### config.mk
export PLATFORM = sky130hd
export DESIGN_NAME = pipelined_shifter_flat
export DESIGN_NICKNAME = d
export VERILOG_FILES = /design/src/rtl/pipelined_shifter_if.sv /design/src/rtl/pipelined_shifter.sv /design/src/flat_wrapper.sv
export SDC_FILE = /design/constraint.sdc
export NUM_CORES = 1
export LEC_CHECK = 0
export ABC_AREA = 1
export CAP_MARGIN = 15
export CORE_MARGIN = 10
export CORE_UTILIZATION = 45
export CTS_BUF_LIST = sky130_fd_sc_hd__clkbuf_4
export DETAILED_ROUTE_END_ITERATION = 16
export DONT_BUFFER_PORTS = 1
export PLACE_DENSITY = 0.61
export REMOVE_ABC_BUFFERS = 1
export SYNTH_ARGS = -nofsm -noshare
export SYNTH_HDL_FRONTEND = slang
export SYNTH_SLANG_ARGS = --single-unit
export TNS_END_PERCENT = 30
### constraint.sdc
create_clock -name clk -period 1.2 [get_ports clk]
set_input_delay 0.12 -clock clk [delete_from_list [all_inputs] [get_ports clk]]
set_output_delay 0.12 -clock clk [all_outputs]
set_load 0.02 [all_outputs]
### src/rtl/pipelined_shifter_if.sv
// Handshake bundle for pipelined_shifter: upstream operation channel and downstream result channel.
// out_carry exists only when SHIFTER_CARRY_EN is defined.
interface pipelined_shifter_if #(
  parameter int WIDTH = 32,
  parameter int AMT_W = $clog2(WIDTH),
  parameter int TAG_W = 4
);
  logic             in_valid;
  logic             in_ready;
  logic [WIDTH-1:0] in_data;
  logic [1:0]       in_op;
  logic [AMT_W-1:0] in_amt;
  logic [TAG_W-1:0] in_tag;
  logic             out_valid;
  logic             out_ready;
  logic [WIDTH-1:0] out_data;
  logic [TAG_W-1:0] out_tag;
`ifdef SHIFTER_CARRY_EN
  logic             out_carry;
`endif

  modport master (
    output in_valid, in_data, in_op, in_amt, in_tag, out_ready,
    input  in_ready, out_valid, out_data, out_tag
`ifdef SHIFTER_CARRY_EN
    , input out_carry
`endif
  );

  modport slave (
    input  in_valid, in_data, in_op, in_amt, in_tag, out_ready,
    output in_ready, out_valid, out_data, out_tag
`ifdef SHIFTER_CARRY_EN
    , output out_carry
`endif
  );
endinterface

### src/rtl/pipelined_shifter.sv
// AMT_W-stage pipelined barrel shifter (SRL/SRA/SLL/ROR) with valid/ready flow control and a tag.
// Define SHIFTER_CARRY_EN to add the pipelined out_carry (last bit shifted out).
module pipelined_shifter #(
  parameter int WIDTH = 32,
  parameter int AMT_W = $clog2(WIDTH),
  parameter int TAG_W = 4
) (
  input logic             clk,
  input logic             rst_n,
  pipelined_shifter_if.slave sif
);

  localparam int LAST = AMT_W - 1;

  localparam logic [1:0] OP_SRL = 2'b00;
  localparam logic [1:0] OP_SRA = 2'b01;
  localparam logic [1:0] OP_SLL = 2'b10;
  localparam logic [1:0] OP_ROR = 2'b11;

  function automatic logic [WIDTH-1:0] shift_by(input logic [WIDTH-1:0] x,
                                                input logic [1:0] op, input int d);
    logic signed [WIDTH-1:0] sx;
    sx = x;
    case (op)
      OP_SRL:  return x >> d;
      OP_SRA:  return sx >>> d;
      OP_SLL:  return x << d;
      OP_ROR:  return (x >> d) | (x << (WIDTH - d));
      default: return x;
    endcase
  endfunction

`ifdef SHIFTER_CARRY_EN
  // Last bit leaving the word when x is shifted by d; for ROR this is the new MSB, i.e. x[d-1].
  function automatic logic carry_by(input logic [WIDTH-1:0] x,
                                    input logic [1:0] op, input int d);
    case (op)
      OP_SRL:  return x[d-1];
      OP_SRA:  return x[d-1];
      OP_SLL:  return x[WIDTH-d];
      OP_ROR:  return x[d-1];
      default: return 1'b0;
    endcase
  endfunction
`endif

  logic en_s;

  assign en_s         = !(g_stage[LAST].valid_q && !sif.out_ready);
  assign sif.in_ready = en_s;

  for (genvar k = 0; k < AMT_W; k++) begin : g_stage
    localparam int DIST = 32'd1 << k;
    localparam int SW   = AMT_W - k;

    logic             src_valid_s;
    logic [WIDTH-1:0] src_data_s;
    logic [1:0]       src_op_s;
    logic [SW-1:0]    src_amt_s;
    logic [TAG_W-1:0] src_tag_s;
    logic [WIDTH-1:0] data_d;
    logic             valid_q;
    logic [WIDTH-1:0] data_q;
    logic [TAG_W-1:0] tag_q;
`ifdef SHIFTER_CARRY_EN
    logic             src_carry_s;
    logic             carry_d;
    logic             carry_q;
`endif

    if (k == 0) begin : g_head
      assign src_valid_s = sif.in_valid;
      assign src_data_s  = sif.in_data;
      assign src_op_s    = sif.in_op;
      assign src_amt_s   = sif.in_amt;
      assign src_tag_s   = sif.in_tag;
`ifdef SHIFTER_CARRY_EN
      assign src_carry_s = 1'b0;
`endif
    end else begin : g_body
      assign src_valid_s = g_stage[k-1].valid_q;
      assign src_data_s  = g_stage[k-1].data_q;
      assign src_op_s    = g_stage[k-1].g_fwd.op_q;
      assign src_amt_s   = g_stage[k-1].g_fwd.amt_q;
      assign src_tag_s   = g_stage[k-1].tag_q;
`ifdef SHIFTER_CARRY_EN
      assign src_carry_s = g_stage[k-1].carry_q;
`endif
    end

    // Shift by 2^k when this stage's amount bit is set, otherwise pass through
    always_comb begin
      data_d = src_data_s;
`ifdef SHIFTER_CARRY_EN
      carry_d = src_carry_s;
`endif
      if (src_amt_s[0]) begin
        data_d = shift_by(src_data_s, src_op_s, DIST);
`ifdef SHIFTER_CARRY_EN
        carry_d = carry_by(src_data_s, src_op_s, DIST);
`endif
      end else begin
        data_d = src_data_s;
`ifdef SHIFTER_CARRY_EN
        carry_d = src_carry_s;
`endif
      end
    end

    // Stage payload register; the whole pipe freezes together while the output is stalled
    always_ff @(posedge clk or negedge rst_n) begin
      if (!rst_n) begin
        valid_q <= 1'b0;
        data_q  <= '0;
        tag_q   <= '0;
      end else if (en_s) begin
        valid_q <= src_valid_s;
        data_q  <= data_d;
        tag_q   <= src_tag_s;
      end
    end

`ifdef SHIFTER_CARRY_EN
    // Carry travels with its data word
    always_ff @(posedge clk or negedge rst_n) begin
      if (!rst_n) begin
        carry_q <= 1'b0;
      end else if (en_s) begin
        carry_q <= carry_d;
      end
    end
`endif

    // The final stage needs neither the op nor any remaining amount bits
    if (k < LAST) begin : g_fwd
      logic [1:0]    op_q;
      logic [SW-2:0] amt_q;

      // Op and not-yet-consumed amount bits for the downstream stages
      always_ff @(posedge clk or negedge rst_n) begin
        if (!rst_n) begin
          op_q  <= 2'b00;
          amt_q <= '0;
        end else if (en_s) begin
          op_q  <= src_op_s;
          amt_q <= src_amt_s[SW-1:1];
        end
      end
    end
  end

  assign sif.out_valid = g_stage[LAST].valid_q;
  assign sif.out_data  = g_stage[LAST].data_q;
  assign sif.out_tag   = g_stage[LAST].tag_q;
`ifdef SHIFTER_CARRY_EN
  assign sif.out_carry = g_stage[LAST].carry_q;
`endif

endmodule

### src/flat_wrapper.sv
// flat-port wrapper written by rule: the top's interface ports become plain ports
module pipelined_shifter_flat 
#(
  parameter int WIDTH = 32,
  parameter int AMT_W = $clog2(WIDTH),
  parameter int TAG_W = 4
)
  (clk, rst_n, sif_in_valid, sif_in_data, sif_in_op, sif_in_amt, sif_in_tag, sif_out_ready, sif_in_ready, sif_out_valid, sif_out_data, sif_out_tag);
  pipelined_shifter_if #(.WIDTH(WIDTH), .AMT_W(AMT_W), .TAG_W(TAG_W)) sif_i ();
  input logic clk;
  input logic rst_n;
  input wire logic [$bits(sif_i.in_valid)-1:0] sif_in_valid;
  input wire logic [$bits(sif_i.in_data)-1:0] sif_in_data;
  input wire logic [$bits(sif_i.in_op)-1:0] sif_in_op;
  input wire logic [$bits(sif_i.in_amt)-1:0] sif_in_amt;
  input wire logic [$bits(sif_i.in_tag)-1:0] sif_in_tag;
  input wire logic [$bits(sif_i.out_ready)-1:0] sif_out_ready;
  output wire logic [$bits(sif_i.in_ready)-1:0] sif_in_ready;
  output wire logic [$bits(sif_i.out_valid)-1:0] sif_out_valid;
  output wire logic [$bits(sif_i.out_data)-1:0] sif_out_data;
  output wire logic [$bits(sif_i.out_tag)-1:0] sif_out_tag;
  assign sif_i.in_valid = sif_in_valid;
  assign sif_i.in_data = sif_in_data;
  assign sif_i.in_op = sif_in_op;
  assign sif_i.in_amt = sif_in_amt;
  assign sif_i.in_tag = sif_in_tag;
  assign sif_i.out_ready = sif_out_ready;
  assign sif_in_ready = sif_i.in_ready;
  assign sif_out_valid = sif_i.out_valid;
  assign sif_out_data = sif_i.out_data;
  assign sif_out_tag = sif_i.out_tag;
  pipelined_shifter #(.WIDTH(WIDTH), .AMT_W(AMT_W), .TAG_W(TAG_W)) u_core (.clk(clk), .rst_n(rst_n), .sif(sif_i));
endmodule
# Word-level counts from Yosys, hierarchy flattened
# Cells that the tools add are included.
totals:
  inputBits: 47
  elab_cells: 61
  out_inout_bits: 38
  register_bits: 203
op_classes:
  eq_ne: 15
  bitwise_logic: 5
  mux: 10
  reduce_logical: 8
op_table:
  columns: ["op", "count"]
  rows:
  - ["$pmux W32 S4", 5]
  - ["$mux W32", 5]
  - ["$or A16 B32 Y32", 1]
  - ["$or A24 B32 Y32", 1]
  - ["$or A28 B32 Y32", 1]
  - ["$or A30 B32 Y32", 1]
  - ["$or A31 B32 Y32", 1]
  - ["$eq A2 B2 Y1 const B", 10]
  - ["$eq A2 B1 Y1 const B", 5]
  - ["$logic_not A2 Y1", 5]
  - ["$logic_not A1 Y1", 2]
  - ["$logic_and A1 B1 Y1", 1]

# Logic depth before layout (Yosys ltp)
# Gate-level depths: netlist (run 1).
logic_depth:
  depth_word: 3
  mapped_depth: 8
  mapped_depth_nobuf: 6

# Least setup slack after synthesis (run 1)
# OpenSTA, ideal clock, no wires.
synth_path:
  kind: "register to register"
  startpoint: "register u_core.g_stage[4].valid_q (netlist: u_core.sif.out_valid)"
  endpoint: "register u_core.g_stage[4].data_q[30] (netlist: u_core.sif.out_data[30])"
  path_stages_with_launch: 9
  required_time_ns: 1.076
  setup_slack_ns: -0.208
  n_path_buf: 3
  period_less_slack_ns: 1.408
  setup_ns: 0.124
  arrival_ns: 1.284
  cell_sequence: "dfrtp_1 -> inv_1 -> nor2_4 -> inv_2 -> buf_6 -> buf_6 -> buf_2 -> o211ai_1 -> nand2_1"
synth_between:
  elab_chain_len: 1
synth_rtl:
  columns: ["element", "line", "rtl"]
  rows:
  - ["from (decl)", "pipelined_shifter.sv:62", "logic valid_q;"]
  - ["from (signal assigned)", "pipelined_shifter.sv:117", "valid_q <= src_valid_s;"]
  - ["$logic_and A1 B1 Y1", "pipelined_shifter.sv:49", "assign en_s = !(g_stage[LAST].valid_q && !sif.out_ready);"]
  - ["to (signal assigned)", "pipelined_shifter.sv:118", "data_q <= data_d;"]
  - ["to (decl)", "pipelined_shifter.sv:63", "logic [WIDTH-1:0] data_q;"]
# No other way between the ends.
# A chain may end at the register's enable or synchronous reset.

# Worst setup path after layout (run 1)
layout_path:
  startpoint: "register u_core.g_stage[4].valid_q (netlist: u_core.sif.out_valid)"
  endpoint: "output port sif_in_ready"
layout_between:
  elab_chain_len: 2
layout_rtl:
  columns: ["element", "line", "rtl"]
  rows:
  - ["$logic_and A1 B1 Y1", "pipelined_shifter.sv:49", null]
  - ["$logic_not A1 Y1", "pipelined_shifter.sv:49", null]
  - ["to (decl)", "flat_wrapper.sv:18", "output wire logic [$bits(sif_i.in_ready)-1:0] sif_in_ready;"]
# No other way between the ends.

==> reports/qor.csv, run 1 <==
metric,value,unit
violations,"negative hold slack, negative setup slack",
first_global_vias,10482,
critPathMaxFanout,2,
port_buffers,0,
p_leak,7.32,nW
ir_drop,1200,uV
p_seq_share,36.5,%
detail_route.wirelength,30700,um
p_clk_share,15.9,%
fin_area,14400,um^2
wl_per_cell,14.6,um
drt_first_pass_iters,5,
max_stage_delay,0.36,ns
final_common_cell,nand2_1,
setup_ws,-0.437,ns
start_util,45.7,%
placed_area,11900,um^2
antenna_found_initial,1,
gp_congestion,0.799,
clock-root-buffer,clkbuf_4,
syn_area_per_cell,6.94,um^2
seqCellArea,5120,um^2
pwr-share-comb,47.6,%
grt_usage,19.6,%
drive_gt1_share,19.6,%
die_y,177,um
p_sw_share,43.2,%
worst_pin_slew,0.331,ns
cts_buffers,58,
cts_tree,done,
p_sw,16.1,mW
worstPathRequired,1.08,ns
synth_cell_types,20,
fin_crit_sh,136,%
fp.dieW,177,um
rsz0062_at_grt,yes,
clock_skew,0.0262,ns
whs,-0.858,ns
cts_htree_levels,2,
ys_warn_count,0,
place_ws,-0.124,ns
area_growth,30.3,%
end_kind,output port,
maxSlewViolCount,0,
cp_cell_sequence,inv_2 -> nor2_4 -> inv_8 -> buf_12 -> buf_8,
core,24200,um^2
ys_seq_elements,203,
vias_per_cell,5.02,
dr_total_vias,10514,
drv_cap,0,
p_per_area,2590,nW/um^2
tns,-58.62,ns
grt_pass1_wl,51600,um
rows,57,
mostFrequentLayoutCells,"363 x nand2_1, 267 x inv_1, 171 x dfrtp_1",
grt_max_degree,204,
hold_path.class,in -> async,
boundaryPins,85,
critPathSlowestCell,dfrtp_1,
worst_setup_path_start_kind,flop,
final_util,59.5,%
cts_buffer_depth,3,
syn-cell-area,11100,um^2
hpwl,18700,um
setup_viol,222,
multiInputGateArea,4880,um^2
maxSlewHeadroom,77.9,%
fin_crit,1.64,ns
arrival,1.52,ns
cts.clk_slew.worst_paths,0.06,ns
grt_remaining_overflow,0,
seq_area_frac_synth,45.9,%
post-route-drc-count,0,
drtAntennaViolNets,0,
netlist_instances,1597,
drtIter0Drc,698,
nFillCells,2220,
die_area,31300,um^2
hold_viol,246,
insertion_delay,0.67,ns
p_int,21.2,mW
cts_hold_buf,63,
max_freq,0.611,GHz
fin_nets,1783,
crit_type,reg -> out,
clkSinkCount,203,
status,"complete, but fails checks",
[synth_stat cells (all sizes together)]
| library cell | number | area share, % |
|---|---|---|
| inv | 273 | 9.3 |
| nand2 | 368 | 12 |
| nor2 | 159 | 5.5 |
| o211ai | 16 | 1.1 |
| buf | 52 | 2.5 |
| dfrtp | 203 | 46 |
| a21oi | 147 | 6.7 |
| nand3 | 162 | 7.3 |
| a31oi | 15 | 0.85 |
| clkbuf | 51 | 1.7 |
| clkinv | 1 | 0.034 |
| o21ai | 150 | 6.8 |
[cell type report]
| type | instances | area share (%) |
|---|---|---|
| multi-input combinational | 1017 | 33.8 |
| tap | 324 | 2.81 |
| inverter | 274 | 7.18 |
| sequential | 203 | 35.5 |
| clock buffer | 81 | 4.21 |
| timing repair buffer | 182 | 16.1 |
| clock inverter | 14 | 0.364 |
| antenna | 1 | 0.0173 |
[path summary, 6_finish.rpt]
path / from / endpoint / slack (ns) / cells past startpoint
worst max register to register: u_core.sif.out_valid / u_core.g_stage[1].data_q[6] / -0.42 / 9
worst min-delay path: rst_n / u_core.sif.out_tag[3] / -0.86 / 0
min in group clk: sif_out_ready / u_core.g_stage[0].g_fwd.amt_q[1] / -0.06 / 5
max in group asynchronous: rst_n / u_core.g_stage[0].g_fwd.op_q[1] / 1.73 / 0
worst min register to register: u_core.g_stage[3].valid_q / u_core.sif.out_valid / 0.45 / 2
worst max-delay path: u_core.sif.out_valid / sif_in_ready / -0.44 / 5
[critical path: cells and delay by family (launching register included)]
family                 cells  cell delay, ns
and+or+nand+nor            1            0.15
buffers and inverters      4            0.34
DFF                        1            0.36
[sequential cells by signal (all words and copies together), names as in the netlist]
name and flops:
u_core.g_stage.data_q 128, u_core.g_stage.g_fwd.amt_q 10, u_core.g_stage.g_fwd.op_q 8, u_core.g_stage.tag_q 16, u_core.g_stage.valid_q 4, u_core.sif.out_data 32, u_core.sif.out_tag 4, u_core.sif.out_valid 1
[power by group through the flow]
stage          Sequential (mW)  Combinational (mW)  Clock [mW]
2_1_floorplan             13.1                8.94           0
3_3_place_gp              13.4                14.1           0
3_5_place_dp              13.5                14.3           0
4_1_cts                   13.6                17.4        6.09
5_1_grt                   14.1                20.0        6.45
6_report                  13.6                17.8        5.92
[per-layer routing]
layer,track usage [%],up-vias,share of wire [%]
li1,-,5333,-
met1,24.5,4862,44
met2,33.5,262,48
met3,3.61,57,5.1
met4,6.87,0,2.2
met5,0,-,0
[timing repair]
item                                   4_1_cts  5_1_grt
endpoints found under the hold margin      288      247
setup endpoints to repair                  185      240
gates cloned                                16        1
setup buffers                               15        3
gates resized for setup                    239       22
pin swaps                                   66        6
[through the flow]
step | total power [mW] | cells
after floorplan | 22.1 | 1494
after global placement | 27.5 | 1903
after detailed placement | 27.8 | 1903
after CTS | 37.1 | 2092
after global routing | 40.5 | 2096
final | 37.3 | 2096
[kinds of logic (layout without fill, tap and decap cells)]
group           after synthesis  after routing  synth area share [%]
simple gates                689            689                  25.3
buf+inv                     377            551                  13.5
compound gates              328            328                  15.4
flops                       203            203                  45.9
other cells                   0              1                     0
(Power assumes the default switching activity.)
==> run 2: changes to the inputs <==
Settings changed: RECOVER_POWER from default to 100.
==> reports/qor.csv, run 2 (synthesized netlist as in run 1, its figures left out) <==
metric,value,unit,change
drv_cap,0,,unchanged
port_buffers,0,,unchanged
fin_crit_sh,136,%,about the same
maxSlewViolCount,0,,unchanged
clkSinkCount,203,,unchanged
wl_per_cell,14.6,um,about the same
rrSetupSlack,-0.42,ns,about the same
grt_usage,19.6,%,unchanged
detail_route.wirelength,30700,um,about the same
largest_register,u_core.g_stage.data_q,,unchanged
largest_reg_flops,128,,unchanged
vias_per_cell,5.01,,was 5.02
area_growth,30.2,%,was 30.3%
cp_cell_sequence,inv_2 -> nor2_4 -> inv_8 -> buf_12 -> buf_8,,unchanged
mostFrequentLayoutCells,"363 x nand2_1, 267 x inv_1, 171 x dfrtp_1",,unchanged
die_y,177,um,unchanged
cts.clk_slew.worst_paths,0.06,ns,about the same
clock-root-buffer,clkbuf_4,,unchanged
nFillCells,2220,,unchanged
startpoint,u_core.sif.out_valid,,unchanged
violations,"negative hold slack, negative setup slack",,unchanged
place_ws,-0.124,ns,unchanged
post-route-drc-count,0,,unchanged
p_seq_share,36.5,%,about the same
arrival,1.52,ns,about the same
p_sw,16.1,mW,about the same
worst_setup_path_start_kind,flop,,unchanged
p_leak,7.32,nW,about the same
max_stage_delay,0.36,ns,about the same
dr_total_vias,10507,,"was 10,514"
cts_htree_levels,2,,unchanged
critPathMaxFanout,2,,unchanged
worstRegToRegCells,9,,unchanged
p_sw_share,43.2,%,about the same
tns,-58.64,ns,was -58.62 ns
p_per_area,2590,nW/um^2,about the same
hpwl,18700,um,unchanged
ir_drop,1200,uV,about the same
start_util,45.7,%,unchanged
rows,57,,unchanged
drtAntennaViolNets,0,,unchanged
hold_viol,246,,unchanged
grt_max_degree,204,,unchanged
r2r_end,u_core.g_stage[1].data_q[6],,unchanged
cts_buffers,58,,unchanged
status,"complete, but fails checks",,unchanged
critPathSlowestCell,dfrtp_1,,unchanged
setup_ws,-0.437,ns,about the same
cts_tree,done,,unchanged
placed_area,11900,um^2,unchanged
fin_area,14400,um^2,about the same
worst_pin_slew,0.332,ns,was 0.331 ns
cts_buffer_depth,3,,unchanged
core,24200,um^2,unchanged
cts_hold_buf,63,,unchanged
maxSlewHeadroom,77.9,%,about the same
end_kind,output port,,unchanged
r2r_start,u_core.sif.out_valid,,unchanged
fin_crit,1.64,ns,about the same
antenna_found_initial,1,,unchanged
final_common_cell,nand2_1,,unchanged
drt_first_pass_iters,5,,unchanged
critPathCapture,sif_in_ready,,unchanged
setup_viol,222,,unchanged
final_util,59.5,%,about the same
pwr-share-comb,47.6,%,about the same
p_clk_share,15.9,%,about the same
p_int,21.2,mW,about the same
max_freq,0.611,GHz,about the same
fin_nets,1783,,unchanged
worstPathRequired,1.08,ns,about the same
drive_gt1_share,19.6,%,unchanged
drtIter0Drc,698,,unchanged
fp.dieW,177,um,unchanged
crit_type,reg -> out,,unchanged
boundaryPins,85,,unchanged
first_global_vias,10482,,unchanged
rsz0062_at_grt,yes,,unchanged
whs,-0.858,ns,about the same
grt_pass1_wl,51600,um,unchanged
hold_path.class,in -> async,,unchanged
die_area,31300,um^2,unchanged
gp_congestion,0.799,,unchanged
grt_remaining_overflow,0,,unchanged
insertion_delay,0.67,ns,about the same
clock_skew,0.0262,ns,about the same
-- run 2: cell counts in the layout (fill, tap and decap cells not counted) --
Identical to the previous run, type by type.
-- run 2: metrics by stage --
| stage | std cells | power, mW |
|---|---|---|
| global placement | 1903 | 27.5 |
| global route | 2096 | 40.5 |
| floorplan | 1494 | 22.1 |
| CTS | 2092 | 37.1 |
| finish | 2096 | 37.3 |
| detailed placement | 1903 | 27.8 |
-- run 2: worst min-delay path by stage --
stage / start / end / slack [ns] / depth (start not counted)
CTS: rst_n / u_core.sif.out_tag[3] / -0.92 / 0
finish: rst_n / u_core.sif.out_tag[3] / -0.86 / 0
detailed placement: rst_n / u_core.sif.out_tag[3] / -0.17 / 0
global placement: rst_n / u_core.sif.out_tag[3] / -0.17 / 0
global route: rst_n / u_core.sif.out_tag[3] / -0.92 / 0
floorplan: rst_n / u_core.g_stage[0].data_q[0] / -0.18 / 0
-- run 2: area by class of cell --
type | instances | area, um^2 | area share (%)
Clock inverter | 14 | 52.6 | 0.364
Tap cell | 324 | 405 | 2.81
Timing Repair Buffer | 182 | 2320 | 16.1
Inverter | 274 | 1040 | 7.18
Sequential cell | 203 | 5120 | 35.5
Clock buffer | 81 | 608 | 4.22
Antenna cell | 1 | 2.50 | 0.0173
Multi-Input combinational cell | 1017 | 4880 | 33.8
-- run 2: layer usage --
metal,global-route usage (%),share of wire [%],vias to the layer above
met1,24.5,44,4864
li1,-,-,5334
met5,0,0,-
met3,3.61,5.1,55
met2,33.5,48,254
met4,6.87,2.2,0
-- run 2: repair_timing --
item,in CTS,in global routing
endpoints found under the setup margin,185,240
pin swaps,66,6
gates cloned,16,1
endpoints found under the hold margin,288,247
setup buffers,15,3
gates resized for setup,239,22
-- run 2: critical path, delay by kind of cell (launching register included) --
kind | cells | cell delay (ns)
buffers and inverters | 4 | 0.34
DFF | 1 | 0.36
and+or+nand+nor | 1 | 0.15
-- run 2: power groups by stage --
stage | clock [mW] | combinational (mW) | sequential, mW
6_report | 5.93 | 17.7 | 13.6
5_1_grt | 6.45 | 20.0 | 14.1
4_1_cts | 6.09 | 17.4 | 13.6
3_5_place_dp | 0 | 14.3 | 13.5
3_3_place_gp | 0 | 14.1 | 13.4
2_1_floorplan | 0 | 8.94 | 13.1
